### config.mk
export PLATFORM = sky130hd
export DESIGN_NAME = gb_cpu_interrupt_ctrl
export DESIGN_NICKNAME = d
export VERILOG_FILES = /design/src/rtl/gb_cpu_interrupt_ctrl.sv
export SDC_FILE = /design/constraint.sdc
export NUM_CORES = 1
export LEC_CHECK = 0
export ABC_AREA = 1
export CORE_MARGIN = 1.5
export CORE_UTILIZATION = 40
export DETAILED_ROUTE_END_ITERATION = 10
export GPL_ROUTABILITY_DRIVEN = 0
export GPL_TIMING_DRIVEN = 0
export HOLD_SLACK_MARGIN = 0.05
export PLACE_DENSITY = 0.75
export SLEW_MARGIN = 20
export SYNTH_ARGS = -nofsm -noshare
export SYNTH_HDL_FRONTEND = slang
export SYNTH_SLANG_ARGS = --single-unit
### constraint.sdc
create_clock -name clk -period 2.4 [get_ports clk]
set_clock_uncertainty 0.2 [all_clocks]
set_input_delay 0.48 -clock clk [delete_from_list [all_inputs] [get_ports clk]]
set_output_delay 0.48 -clock clk [all_outputs]
set_load 0.01 [all_outputs]
### src/rtl/gb_cpu_interrupt_ctrl.sv
// gb_cpu_interrupt_ctrl
// Game Boy CPU interrupt controller: IE/IF/IME state, lowest-bit-first
// priority, HALT entry/exit and the 5-M-cycle dispatch strobe sequence.
// Optional build macro: GB_HALT_BUG_EN enables the HALT-bug pulse on
// halt_bug; without it halt_bug is tied low.
// dbg_state exposes the dispatch FSM state for observation.
module gb_cpu_interrupt_ctrl (
    input  logic       clk,
    input  logic       reset,
    input  logic [4:0] irq_req,
    input  logic       ie_wren,
    input  logic       if_wren,
    input  logic [7:0] bus_wdata,
    input  logic       instr_boundary,
    input  logic       ei_cmd,
    input  logic       di_cmd,
    input  logic       reti_cmd,
    input  logic       halt_cmd,
    output logic [7:0] ie_reg,
    output logic [7:0] if_reg,
    output logic       ime,
    output logic       halted,
    output logic       cpu_stall,
    output logic       dispatch_active,
    output logic       dispatch_sp_dec,
    output logic       dispatch_push_hi,
    output logic       dispatch_push_lo,
    output logic       write_interrupt_vector,
    output logic [7:0] interrupt_vector,
    output logic       halt_bug,
    output logic [2:0] dbg_state
);

    // Strobe protocol: every dispatch_* strobe and write_interrupt_vector is
    // a single-cycle pulse with no back-pressure; the control unit must act
    // on it in the cycle it is high. dispatch_active frames the whole burst.
    typedef enum logic [2:0] {
        IDLE      = 3'd0,
        D_WAIT    = 3'd1,
        D_SPDEC   = 3'd2,
        D_PUSH_HI = 3'd3,
        D_PUSH_LO = 3'd4,
        D_VECTOR  = 3'd5
    } state_t;

    state_t     r_state;
    state_t     w_next_state;

    logic [7:0] r_ie;
    logic [4:0] r_if;
    logic       r_ime;
    logic       r_ei_delay;
    logic       r_halted;
    logic       r_active;
    logic       r_sp_dec;
    logic       r_push_hi;
    logic       r_push_lo;
    logic       r_wiv;
    logic [7:0] r_vector;
    logic [4:0] r_ack_mask;

    logic [4:0] w_pend;
    logic       w_pend_any;
    logic       w_bnd;
    logic       w_ime_eff;
    logic       w_start;
    logic [4:0] w_if_next;
    logic [7:0] w_pri_vec;
    logic [4:0] w_pri_mask;

    // Pending set and boundary qualification; boundaries are ignored while
    // dispatching or halted since the CPU is not executing then.
    always_comb begin
        w_pend     = r_ie[4:0] & r_if;
        w_pend_any = |w_pend;
        w_bnd      = instr_boundary & (r_state == IDLE) & ~r_halted;
        w_ime_eff  = (r_ime | r_ei_delay | reti_cmd) & ~di_cmd;
        w_start    = (w_bnd & w_ime_eff & w_pend_any)
                   | (r_halted & w_pend_any & r_ime);
    end

    // Lowest pending bit wins; no pending bit yields vector 0x00 and no ack.
    always_comb begin
        w_pri_vec  = 8'h00;
        w_pri_mask = 5'b00000;
        if (w_pend[0]) begin
            w_pri_vec  = 8'h40;
            w_pri_mask = 5'b00001;
        end else if (w_pend[1]) begin
            w_pri_vec  = 8'h48;
            w_pri_mask = 5'b00010;
        end else if (w_pend[2]) begin
            w_pri_vec  = 8'h50;
            w_pri_mask = 5'b00100;
        end else if (w_pend[3]) begin
            w_pri_vec  = 8'h58;
            w_pri_mask = 5'b01000;
        end else if (w_pend[4]) begin
            w_pri_vec  = 8'h60;
            w_pri_mask = 5'b10000;
        end
    end

    // IF next value: bus write, then acknowledge clear, then new requests on top.
    always_comb begin
        w_if_next = r_if;
        if (if_wren) begin
            w_if_next = bus_wdata[4:0];
        end
        if (r_state == D_VECTOR) begin
            w_if_next = w_if_next & ~r_ack_mask;
        end
        w_if_next = w_if_next | irq_req;
    end

    // Dispatch sequencer next state: fixed one-cycle-per-state walk.
    always_comb begin
        w_next_state = r_state;
        case (r_state)
            IDLE:      if (w_start) w_next_state = D_WAIT;
            D_WAIT:    w_next_state = D_SPDEC;
            D_SPDEC:   w_next_state = D_PUSH_HI;
            D_PUSH_HI: w_next_state = D_PUSH_LO;
            D_PUSH_LO: w_next_state = D_VECTOR;
            D_VECTOR:  w_next_state = IDLE;
            default:   w_next_state = IDLE;
        endcase
    end

    // State register plus registered strobes decoded from the next state;
    // the vector is resolved late, after the high-byte push.
    always_ff @(posedge clk) begin
        if (reset) begin
            r_state    <= IDLE;
            r_active   <= 1'b0;
            r_sp_dec   <= 1'b0;
            r_push_hi  <= 1'b0;
            r_push_lo  <= 1'b0;
            r_wiv      <= 1'b0;
            r_vector   <= 8'h00;
            r_ack_mask <= 5'b00000;
        end else begin
            r_state   <= w_next_state;
            r_active  <= (w_next_state != IDLE);
            r_sp_dec  <= (w_next_state == D_SPDEC);
            r_push_hi <= (w_next_state == D_PUSH_HI);
            r_push_lo <= (w_next_state == D_PUSH_LO);
            r_wiv     <= (w_next_state == D_VECTOR);
            if (r_state == D_PUSH_LO) begin
                r_vector   <= w_pri_vec;
                r_ack_mask <= w_pri_mask;
            end
        end
    end

    // IE and IF registers.
    always_ff @(posedge clk) begin
        if (reset) begin
            r_ie <= 8'h00;
            r_if <= 5'b00000;
        end else begin
            if (ie_wren) begin
                r_ie <= bus_wdata;
            end
            r_if <= w_if_next;
        end
    end

    // IME with the one-instruction EI delay; dispatch entry overrides all.
    always_ff @(posedge clk) begin
        if (reset) begin
            r_ime      <= 1'b0;
            r_ei_delay <= 1'b0;
        end else if (w_start) begin
            r_ime      <= 1'b0;
            r_ei_delay <= 1'b0;
        end else if (w_bnd) begin
            if (di_cmd) begin
                r_ime      <= 1'b0;
                r_ei_delay <= 1'b0;
            end else begin
                if (r_ei_delay | reti_cmd) begin
                    r_ime <= 1'b1;
                end
                r_ei_delay <= ei_cmd;
            end
        end
    end

    // HALT entry with nothing pending; any pending interrupt wakes, IME or not.
    always_ff @(posedge clk) begin
        if (reset) begin
            r_halted <= 1'b0;
        end else if (r_halted) begin
            if (w_pend_any) begin
                r_halted <= 1'b0;
            end
        end else if (w_bnd & halt_cmd & ~w_pend_any) begin
            r_halted <= 1'b1;
        end
    end

`ifdef GB_HALT_BUG_EN
    logic r_halt_bug;

    // HALT with pending interrupt but IME off: one-cycle PC-increment skip.
    always_ff @(posedge clk) begin
        if (reset) begin
            r_halt_bug <= 1'b0;
        end else begin
            r_halt_bug <= w_bnd & halt_cmd & w_pend_any & ~w_ime_eff;
        end
    end

    assign halt_bug = r_halt_bug;
`else
    assign halt_bug = 1'b0;
`endif

    assign ie_reg                 = r_ie;
    assign if_reg                 = {3'b111, r_if};
    assign ime                    = r_ime;
    assign halted                 = r_halted;
    assign cpu_stall              = r_halted | r_active;
    assign dispatch_active        = r_active;
    assign dispatch_sp_dec        = r_sp_dec;
    assign dispatch_push_hi       = r_push_hi;
    assign dispatch_push_lo       = r_push_lo;
    assign write_interrupt_vector = r_wiv;
    assign interrupt_vector       = r_vector;
    assign dbg_state              = r_state;

endmodule

Word-level counts from Yosys, hierarchy flattened
Cells that the tools add are included.

operators by class
  equality and inequality tests = 9
  muxes and demuxes = 20
  reduce and logical (&&, ||, !) cells = 6
  bitwise operators = 21

operators with widths
  operator              number
  $mux W5               7
  $mux W7               5
  $pmux W3 S5           1
  $eq A3 B2 Y1 const B  4
  $eq A3 B3 Y1 const B  4
  $and A5 B5 Y5         2
  $and A1 B1 Y1         9
  $mux W1               6
  $not A5 Y5            1
  $or A1 B1 Y1          5
  $or A5 B5 Y5          1
  $reduce_or A5 Y1      1
  $eq A3 B1 Y1 const B  1
  $logic_not A3 Y1      1
  $mux W3               1
  $not A1 Y1            3
  $reduce_bool A3 Y1    1
  $reduce_and A2 Y1     1
  $reduce_bool A2 Y1    1
  $reduce_or A2 Y1      1

storage, ports and cells
  logic and storage cells = 69
  output and inout port bits = 36
  register bits = 37
  bits of input ports = 22

Depth between registers and ports, before layout
Gate-level depths: netlist of the first run.

  depth in word-level cells = 9
  gate-level depth with buffers = 8
  mapped depth without buffers = 8

Least setup slack after synthesis of the first run
OpenSTA, ideal clock, no wires.

  kind = in2reg
  start = in instr_boundary
  end = reg r_push_lo (netlist: dispatch_push_lo)
  arrival = 1.036 ns
  setup time = 0.123 ns
  required time = 2.077 ns
  stages on the path = 7
  setup slack = 1.041 ns
  cells stage by stage = inv_1 nor2_1 nand3_2 nor2_1 nand2_1 nand3_2 a21oi_1

on the way
  cells in the longest elaborated chain, start to end = 8

RTL lines
  element                      RTL line  source
  start, declared              14        input logic instr_boundary,
  $and A1 B1 Y1 (2 in series)  76        w_bnd = instr_boundary & (r_state == IDLE) & ~r_halted;
  $and A1 B1 Y1 (2 in series)  78        w_start = (w_bnd & w_ime_eff & w_pend_any)
  $or A1 B1 Y1                 79        | (r_halted & w_pend_any & r_ime);
  $mux W3                      120       IDLE: if (w_start) w_next_state = D_WAIT;
  $pmux W3 S5                  119       case (r_state)
  $eq A3 B3 Y1                 147       r_push_lo <= (w_next_state == D_PUSH_LO);
  end signal, assigned         147
  end, declared                57        logic r_push_lo;

Every way passes these cells.
A chain may end at the register's enable or synchronous reset.

Final worst setup path of the first run
  start = reg r_halted (netlist: halted)
  end = out cpu_stall

on the way
  cells in the longest elaborated chain, start to end = 1

RTL lines
  element                 RTL line  source
  start, declared         53        logic r_halted;
  start signal, assigned  193       r_halted <= 1'b0;
  start signal, assigned  196       r_halted <= 1'b0;
  start signal, assigned  199       r_halted <= 1'b1;
  $or A1 B1 Y1            224       assign cpu_stall = r_halted | r_active;
  end, declared           23        output logic cpu_stall,

Every way passes these cells.

==> impl_metrics.py, run 1 <==
metrics = {
    "synthesis": {
        "netlist.area_leader.share": 0.4551,
        "synth.largest_area_cell": "dfxtp_1",
        "synth-simple-area-share": 0.2231,
        "netlist_instances": 181,
        "synth-compound-area-share": 0.1502,
        "synthesized_area_fraction_occupied_by_adder_cells": 0,
        "sequential_element_share_of_the_synthesized_area": 0.4551,
        "syn-mean-instance-area_sq_um": 7.777,
        "fraction_of_synthesized_area_in_multiplexers": 0.04000,
        "parity_gate_share_of_the_synthesized_area_counting_xor_and_xnor_cells": 0,
        "synthesis.yosys.warnings": 0,
        "yosys_register_bits": 32,
        "synth_area_leaders": "dfxtp_1, nor2_1, nand2_1",
        "mappedNetlistArea_sq_um": 1408,
        "synthDistinctLibCells": 26,
        "synth_top_family_by_area": "simple AND/OR/NAND/NOR gates",
    },
    "cts": {
        "clk_pin_slew_worst_paths_ns": 0.09,
        "cts-htree-levels": 2,
        "cts-root-buf": "clkbuf_4",
        "cts_hold_repair.buffers": 0,
        "tritoncts": "yes",
        "cts_setup_buffers": 0,
        "cts_made_buffers": 5,
        "cts.repair.resized": 0,
        "cts.path.max_buffers": 2,
        "clock_sinks": 32,
        "worst_skew_pair.late_latency_ns": 0.33,
    },
    "grt": {
        "grt_pass1_vias": 1095,
        "overall_overflow_remaining_after_global_route": 0,
        "pin_count_of_the_biggest_net_entering_global_routing": 11,
        "grt_antenna_before_repair": 0,
        "grt_pass1_wl_mm": 5.112,
        "grtUsageTotal": 0.1703,
    },
    "finish": {
        "commonest_non_fill_non_tap_cells_in_the_layout": "clkdlybuf4s50_1, dfxtp_1, nor2_1",
        "largest_register_ff_count": 8,
        "post_route_cells_drive_above_1_share": 0.1564,
        "nets": 264,
        "layout_commonest_cell": "clkdlybuf4s50_1",
        "area_growth_syn_to_layout_pct": 44.18,
        "antennaDiodeCount": 0,
        "final_design_area_no_fill_sq_um": 2029,
    },
    "die": {
        "fp.dieArea_sq_um": 3884,
        "floorplan.io_pins": 58,
        "die_width_um": 62.32,
        "fp-row-count": 21,
        "floorplan.initialDensity": 0.4185,
        "die-height_um": 62.32,
        "core_area_sq_um": 3363,
    },
    "critical_path": {
        "worstSetupStartpointType": "register",
        "path_cells": "or2_2 > clkdlybuf4s50_1",
        "critPathTopFamily": "buffers and inverters",
        "critPathBufInv": 1,
        "timing.critical_path.slowest_cell_delay_ns": 0.48,
        "worst-endpoint-required_ns": 1.72,
        "setup.reg_to_reg.worst_slack_ns": 0.86,
        "critPathKind": "reg -> out",
        "crit_path_end_kind": "output port",
        "worstPathArrival_ns": 1.44,
        "critical-path-slowest-cell": "clkdlybuf4s50_1",
        "critical_path.max_fanout": 4,
    },
    "timing": {
        "maxClockFrequency_ghz": 0.4711,
        "timing.final.max_slew_violations": 0,
        "setup_total_negative_slack_ns": 0,
        "finalHoldViolCount": 0,
        "final_min_period_over_clock_period": 0.8844,
        "grt_setup_unrepaired": "no",
        "setup_violations": 0,
        "post-route-min-period_ns": 2.123,
    },
    "drt": {
        "vias_per_cell": 4.488,
        "wl_per_cell_um": 10.70,
        "drcViolationCount": 0,
        "remaining_number_of_nets_flagged_by_the_antenna_check_after_routing": 0,
        "dr_total_vias": 1297,
        "drt-total-wl_mm": 3.092,
        "number_of_drc_markers_after_the_initial_detailed_route_iteration": 44,
        "first_pass_iters": 6,
    },
    "placement": {
        "place_area_sq_um": 1968,
        "port_buffers": 48,
        "hpwlAfterDp_mm": 2.363,
    },
    "power": {
        "leakagePower_uw": 0.0008792,
        "power_per_unit_of_standard_cell_area_nw_per_um2": 546.8,
        "peakVddDrop_uv": 355.4,
    },
    "flow_run": {
        "max-cap-violations": 0,
    },
    "run_status": {
        "run_status": "completed",
    },
    "hold_path": {
        "min_path_type": "in -> reg",
    },
}
per-layer routing:
metal | part of all wire | track usage | wire, um | vias to the layer above
met5 | 0 | 0 | 0 | -
li1 | - | - | - | 686
met4 | 0.016 | 0.08333 | 48 | 0
met2 | 0.45 | 0.2527 | 1389 | 37
met3 | 0.064 | 0.07065 | 198 | 5
met1 | 0.47 | 0.2134 | 1455 | 569
final timing paths:
path / start / endpoint / cells past startpoint
setup reg to reg: ie_reg[1]$_SDFFE_PP0P_ / dispatch_active$_SDFF_PP0_ / 8
hold / removal: reset / interrupt_vector[3]$_SDFFE_PP0N_ / 2
setup / recovery: halted$_SDFF_PP0_ / cpu_stall / 2
hold reg to reg: r_ack_mask[3]$_SDFFE_PP0N_ / r_ack_mask[3]$_SDFFE_PP0N_ / 2
cell usage after synthesis:
library cell / n
dfxtp_1: 32
a21oi_4: 1
a21oi_1: 14
a211oi_1: 2
conb_1: 2
nor2_4: 2
nand3_1: 5
nor2_1: 28
nand2_1: 24
mux2_2: 5
nor4_1: 1
a21oi_2: 2
inv_4: 1
o21ai_0: 17
inv_1: 22
nand3_2: 4
clkbuf_2: 1
or2_2: 1
buf_2: 1
buf_4: 9
nor2_2: 1
o211ai_1: 1
and3_1: 1
nand4_1: 1
buf_1: 1
inv_2: 2
power by group:
part / switching [uW] / internal, uW
logic: 96.0 / 117
registers: 23.7 / 557
clock network: 177 / 139
total: 296 / 813
worst reg2reg max path, delay by kind of cell, from the launching register on:
family | cells | cell delay [ns]
DFF | 1 | 0.36
and+or+nand+nor | 8 | 0.89
layout make-up:
class,instances,area [sq um]
repair buffers,48,480.5
fillers,312,1334
clock buffers,6,51.30
multi-input cells,118,611.8
plain buffers,12,81.33
well taps,46,57.56
inverters,25,96.34
clock inverters,2,10.01
flip-flops and latches,32,640.6
through the flow:
step	utilization	total power, uW	hold WS, ns	setup slack (ns)	std cells
after floorplan	-	695.6	0.2335	1.041	187
final	0.6034	1110	0.2134	0.2774	289
after global routing	0.6034	1182	0.1853	0.1935	289
after global placement	0.5852	803.2	0.2466	0.4440	281
after CTS	0.6034	1126	0.1988	0.2498	289
after detailed placement	0.5852	806.3	0.2560	0.4215	281
cells by family (layout without fill, tap and decap cells):
kind of cell / after synthesis / after routing
AO/OA/AOI/OAI: 37 / 37
buffers and inverters: 37 / 93
flip-flops: 32 / 32
multiplexers: 5 / 5
other: 2 / 8
AND/OR/NAND/NOR: 68 / 68
Power figures use the tool's default switching activity.
==> run 2, diff against run 1 <==
- ABC_AREA: 1 -> unset
- PLACE_DENSITY: 0.75 -> 0.76
- SLEW_MARGIN: 20 -> 10
==> run 2 against run 1 <==
  * Die area down 1.2%
  * Clock-buffer cell count up 2
  * Synthesized area down 1.2%
  * Cell count is 9.7% lower
  * Combinational power is essentially flat
  * First-iteration DRC count is 9.1% lower
  * Utilization is 0.42 points lower
  * Hold slack gained 0.043 ns
  * Clock power about the same
  * Sequential cell count unchanged
  * Sequential share of layout area is 0.47 points higher
  * Critical endpoint is now dbg_state[0]
  * Highest routed layer unchanged
==> impl_metrics.py, run 2 <==
metrics = {
    "run_status": {
        "run_status": "completed",
    },
    "finish": {
        "final_design_area_no_fill_sq_um": 1999,
        "layout_commonest_cell": "clkdlybuf4s50_1",
        "commonest_non_fill_non_tap_cells_in_the_layout": "clkdlybuf4s50_1, dfxtp_1, nor2_1",
        "layout.filler_cells": 307,
        "utilization_after_layout": 0.5992,
        "nets": 236,
        "post_route_cells_drive_above_1_share": 0.1209,
        "largest_register_ff_count": 8,
        "area_growth_syn_to_layout_pct": 43.83,
        "antennaDiodeCount": 0,
        "instances_no_fill": 261,
    },
    "synthesis": {
        "synth_area_leaders": "dfxtp_1, mux2i_1, a21oi_1",
        "syn-mean-instance-area_sq_um": 9.027,
        "synthesis.yosys.warnings": 0,
        "yosys_register_bits": 32,
        "dominantRegCellSynth": "dfxtp_1",
        "synth-async-reset-ratio": 0,
        "yosysMostFrequentCell": "dfxtp_1",
        "netlist.area_leader.share": 0.4608,
        "synth-edff-count": 0,
        "netlist_instances": 154,
        "yosys-top-cells-count": "dfxtp_1, nor2_1, a21oi_1, mux2i_1, nand2_1",
        "synth.largest_area_cell": "dfxtp_1",
        "synthDistinctLibCells": 34,
        "mappedNetlistArea_sq_um": 1390,
        "sequential_element_share_of_the_synthesized_area": 0.4608,
    },
    "drt": {
        "wl_per_cell_um": 11.63,
        "dr_total_vias": 1217,
        "number_of_drc_markers_after_the_initial_detailed_route_iteration": 40,
        "remaining_number_of_nets_flagged_by_the_antenna_check_after_routing": 0,
        "drt-total-wl_mm": 3.036,
        "drcViolationCount": 0,
        "vias_per_cell": 4.663,
        "first_pass_iters": 4,
    },
    "cts": {
        "tritoncts": "yes",
        "cts_setup_buffers": 0,
        "clock_sinks": 32,
        "clk_pin_slew_worst_paths_ns": 0.10,
        "cts.repair.resized": 0,
        "cts-htree-levels": 2,
        "cts.path.max_buffers": 2,
        "worst_skew_pair.late_latency_ns": 0.32,
        "cts_made_buffers": 5,
        "cts_hold_repair.buffers": 0,
        "cts-root-buf": "clkbuf_4",
    },
    "power": {
        "leakagePower_uw": 0.0007850,
        "peakVddDrop_uv": 380.0,
        "power_per_unit_of_standard_cell_area_nw_per_um2": 551.4,
    },
    "timing": {
        "timing.final.max_slew_violations": 0,
        "maxClockFrequency_ghz": 0.4632,
        "setup_violations": 0,
        "setup_total_negative_slack_ns": 0,
        "worst_pin_slew_ns": 0.5981,
        "grt_setup_unrepaired": "no",
        "finalHoldViolCount": 0,
        "final_min_period_over_clock_period": 0.8996,
        "worst_hold_slack_ns": 0.2561,
        "timing.max_slew.rel_slack": 0.6013,
        "post-route-min-period_ns": 2.159,
    },
    "placement": {
        "place_inst": 253,
        "port_buffers": 47,
        "place_area_sq_um": 1941,
        "hpwlAfterDp_mm": 2.281,
    },
    "critical_path": {
        "timing.critical_path.slowest_cell_delay_ns": 0.61,
        "path_cells": "clkdlybuf4s50_1",
        "worst_r2r_path_depth": 4,
        "critical_path.max_fanout": 9,
        "critPathBufInv": 1,
        "worstPathArrival_ns": 1.48,
        "crit_path_end_kind": "output port",
        "setup.reg_to_reg.worst_slack_ns": 0.72,
        "end_of_the_critical_path": "dbg_state[0]",
        "critical-path-slowest-cell": "clkdlybuf4s50_1",
        "path_depth": 1,
        "worstSetupStartpointType": "register",
        "critPathTopFamily": "buffers and inverters",
        "cp-startpoint": "dbg_state[0]$_SDFF_PP0_",
        "r2r-start": "r_if[0]$_SDFF_PP0_",
        "worst-endpoint-required_ns": 1.72,
        "crit-reg2reg-capture": "dispatch_active$_SDFF_PP0_",
        "critPathKind": "reg -> out",
    },
    "die": {
        "die-height_um": 61.95,
        "core_area_sq_um": 3337,
        "floorplan.io_pins": 58,
        "floorplan.initialDensity": 0.4166,
        "fp-row-count": 21,
        "die_width_um": 61.95,
        "fp.dieArea_sq_um": 3838,
    },
    "hold_path": {
        "min_path_type": "reg -> reg",
    },
    "grt": {
        "grt_pass1_wl_mm": 4.588,
        "grt_pass1_vias": 1051,
        "grt_antenna_before_repair": 0,
        "grtUsageTotal": 0.1668,
        "pin_count_of_the_biggest_net_entering_global_routing": 11,
        "overall_overflow_remaining_after_global_route": 0,
    },
    "flow_run": {
        "max-cap-violations": 0,
    },
}
-- run 2: how the worst min path moves through the flow --
| stage | start | to | slack [ns] | depth (start not counted) |
|---|---|---|---|---|
| after floorplan | r_ack_mask[3]$_SDFFE_PP0N_ | r_ack_mask[3]$_SDFFE_PP0N_ | 0.23 | 2 |
| after global placement | interrupt_vector[3]$_SDFFE_PP0N_ | interrupt_vector[3]$_SDFFE_PP0N_ | 0.24 | 2 |
| after detailed placement | r_ack_mask[2]$_SDFFE_PP0N_ | r_ack_mask[2]$_SDFFE_PP0N_ | 0.25 | 2 |
| after CTS | r_ack_mask[2]$_SDFFE_PP0N_ | r_ack_mask[2]$_SDFFE_PP0N_ | 0.26 | 2 |
| after global routing | r_ack_mask[3]$_SDFFE_PP0N_ | r_ack_mask[3]$_SDFFE_PP0N_ | 0.29 | 2 |
| final | r_ack_mask[2]$_SDFFE_PP0N_ | r_ack_mask[2]$_SDFFE_PP0N_ | 0.26 | 2 |
-- run 2: where the power goes --
group	internal [uW]	switching (uW)
combinational	124	87.5
sequential	555	23.9
clock	144	168
total	823	280
-- run 2: cells by family after synthesis --
family / Yosys count / share of synthesized area
AOI/OAI and AO/OA: 31 / 0.1494
buffers and inverters: 19 / 0.08190
DFF: 32 / 0.4608
muxes: 13 / 0.09361
other: 2 / 0.005403
and+or+nand+nor: 57 / 0.2088
-- run 2: metrics by stage --
stage / setup WS (ns) / total power, uW
final: 0.2410 / 1102
after global routing: 0.1673 / 1163
after CTS: 0.2248 / 1113
after detailed placement: 0.2795 / 803.1
after global placement: 0.3079 / 799.9
after floorplan: 0.7687 / 701.0
-- run 2: final cells by class --
class,instances,area (sq um),area share
flip-flops and latches,32,640.6,0.3204
repair buffers,47,470.5,0.2353
well taps,46,57.56,0.02879
inverters,2,7.507,0.003755
multi-input cells,109,658.1,0.3292
plain buffers,17,106.4,0.05319
clock buffers,8,58.81,0.02941
-- run 2: layer usage --
metal / routed length, um / GRT usage / vias up
met4: 44 / 0.06383 / 0
met2: 1428 / 0.2664 / 30
met3: 150 / 0.06004 / 6
li1: - / - / 635
met1: 1412 / 0.2054 / 546
met5: 0 / 0 / -
==> run 3, diff against run 2 <==
- CORE_ASPECT_RATIO: unset -> 0.7
==> run 3 against run 2 <==
  * Sequential power about the same
  * Utilization up 4.1 points
  * Fmax up 2.1%
  * First-iteration DRC count up 110%
  * Register-to-register slack worse by 0.02 ns
  * Power up 24%
  * Die area up 0.15%
  * Setup slack better by 0.045 ns
  * Clock-buffer cell count down 1
  * Hold slack better by 0.0042 ns
  * Largest cell class unchanged
  * Highest routed layer unchanged
==> impl_metrics.py, run 3 (synthesis gave the netlist of run 2 again) <==
metrics = {
    "drt": {
        "drt-total-wl_mm": 3.472,
        "dr_total_vias": 1281,
        "number_of_drc_markers_after_the_initial_detailed_route_iteration": 85,
        "wl_per_cell_um": 13.25,
        "drcViolationCount": 0,
        "first_pass_iters": 4,
        "vias_per_cell": 4.889,
        "remaining_number_of_nets_flagged_by_the_antenna_check_after_routing": 0,
    },
    "cts": {
        "tritoncts": "yes",
        "cts-root-buf": "clkbuf_8",
        "cts_hold_repair.buffers": 0,
        "cts_made_buffers": 5,
        "cts.path.max_buffers": 2,
        "cts_setup_buffers": 0,
        "worst_skew_pair.late_latency_ns": 0.29,
        "cts.repair.resized": 0,
        "cts-htree-levels": 2,
        "clock_sinks": 32,
        "clk_pin_slew_worst_paths_ns": 0.07,
    },
    "timing": {
        "timing.max_slew.rel_slack": 0.5636,
        "maxClockFrequency_ghz": 0.4730,
        "worst_hold_slack_ns": 0.2603,
        "final_min_period_over_clock_period": 0.8808,
        "grt_setup_unrepaired": "no",
        "finalHoldViolCount": 0,
        "worst_pin_slew_ns": 0.6546,
        "setup_violations": 0,
        "timing.final.max_slew_violations": 0,
        "setup_total_negative_slack_ns": 0,
        "post-route-min-period_ns": 2.114,
    },
    "critical_path": {
        "worst-endpoint-required_ns": 1.72,
        "timing.critical_path.slowest_cell_delay_ns": 0.61,
        "cp-startpoint": "dbg_state[0]$_SDFF_PP0_",
        "setup.reg_to_reg.worst_slack_ns": 0.70,
        "critical-path-slowest-cell": "clkdlybuf4s50_1",
        "critPathBufInv": 1,
        "worst_r2r_path_depth": 5,
        "crit-reg2reg-capture": "ime$_SDFFE_PP0P_",
        "r2r-start": "dbg_state[1]$_SDFF_PP0_",
        "critPathTopFamily": "buffers and inverters",
        "worstPathArrival_ns": 1.43,
        "critPathKind": "reg -> out",
        "critical_path.max_fanout": 9,
        "worstSetupStartpointType": "register",
        "crit_path_end_kind": "output port",
        "path_cells": "clkdlybuf4s50_1",
    },
    "grt": {
        "grt_pass1_vias": 1242,
        "grtUsageTotal": 0.2023,
        "grt_pass1_wl_mm": 5.664,
        "pin_count_of_the_biggest_net_entering_global_routing": 11,
        "grt_antenna_before_repair": 0,
        "overall_overflow_remaining_after_global_route": 0,
    },
    "hold_path": {
        "min_path_type": "reg -> reg",
        "worst_hold_path.num_cells": 2,
        "min_to": "r_ack_mask[1]$_SDFFE_PP0N_",
        "worst_min_delay_path_startpoint": "r_ack_mask[1]$_SDFFE_PP0N_",
    },
    "finish": {
        "nets": 236,
        "commonest_non_fill_non_tap_cells_in_the_layout": "clkdlybuf4s50_1, dfxtp_1, nor2_1",
        "post_route_cells_drive_above_1_share": 0.1302,
        "largest_register_ff_count": 8,
        "layout_commonest_cell": "clkdlybuf4s50_1",
        "final_design_area_no_fill_sq_um": 2068,
        "area.sequential_sq_um": 640.6,
        "multiInputGateArea_sq_um": 658.1,
        "layout.filler_cells": 267,
        "antennaDiodeCount": 0,
        "area_growth_syn_to_layout_pct": 48.78,
        "utilization_after_layout": 0.6397,
    },
    "run_status": {
        "run_status": "completed",
    },
    "placement": {
        "place_area_sq_um": 1942,
        "hpwlAfterDp_mm": 2.533,
        "port_buffers": 47,
    },
    "die": {
        "core_area_sq_um": 3233,
        "die-height_um": 52.32,
        "fp-row-count": 17,
        "floorplan.io_pins": 58,
        "floorplan.initialDensity": 0.4300,
        "die_width_um": 73.46,
        "fp.dieArea_sq_um": 3843,
    },
    "power": {
        "p_total_uw": 1363,
        "power_per_unit_of_standard_cell_area_nw_per_um2": 658.8,
        "peakVddDrop_uv": 363.4,
        "leakagePower_uw": 0.0008169,
    },
    "flow_run": {
        "max-cap-violations": 0,
    },
}
-- run 3: report_power, final --
group / internal [uW] / total, uW / switching (uW) / leakage (uW)
clock network: 366 / 567 / 201 / 0.0000645
logic: 124 / 216 / 92.1 / 0.000491
registers: 555 / 580 / 24.5 / 0.000262
total: 1050 / 1360 / 317 / 0.000817
-- run 3: how the worst max path moves through the flow --
stage                                 end  slack [ns]  cells past startpoint
4_1_cts                      dbg_state[0]        0.29                      1
5_1_grt                      dbg_state[0]        0.25                      1
6_report                     dbg_state[0]        0.29                      1
3_3_place_gp   dispatch_active$_SDFF_PP0_        0.32                      5
2_1_floorplan  dispatch_active$_SDFF_PP0_        0.77                      4
3_5_place_dp             ime$_SDFFE_PP0P_        0.27                      5
-- run 3: final cells by class --
type,count,share of cell area
buffer,17,0.05142
clock buffer,7,0.04658
clock inverter,1,0.01452
inverter,2,0.003630
multi-input combinational,109,0.3182
sequential,32,0.3097
tap,47,0.02843
timing repair buffer,47,0.2275
-- run 3: metrics by stage --
step	cells	worst slack, ns
final	262	0.2860
after global routing	262	0.2470
after CTS	262	0.2880
after detailed placement	254	0.2659
after global placement	254	0.3196
after floorplan	160	0.7687
-- run 3: per-layer routing --
metal	track usage	vias to the layer above	wire length, um
li1	-	630	-
met1	0.2462	589	1536
met2	0.3153	51	1597
met3	0.08462	11	254
met4	0.08333	0	85
met5	0	-	0
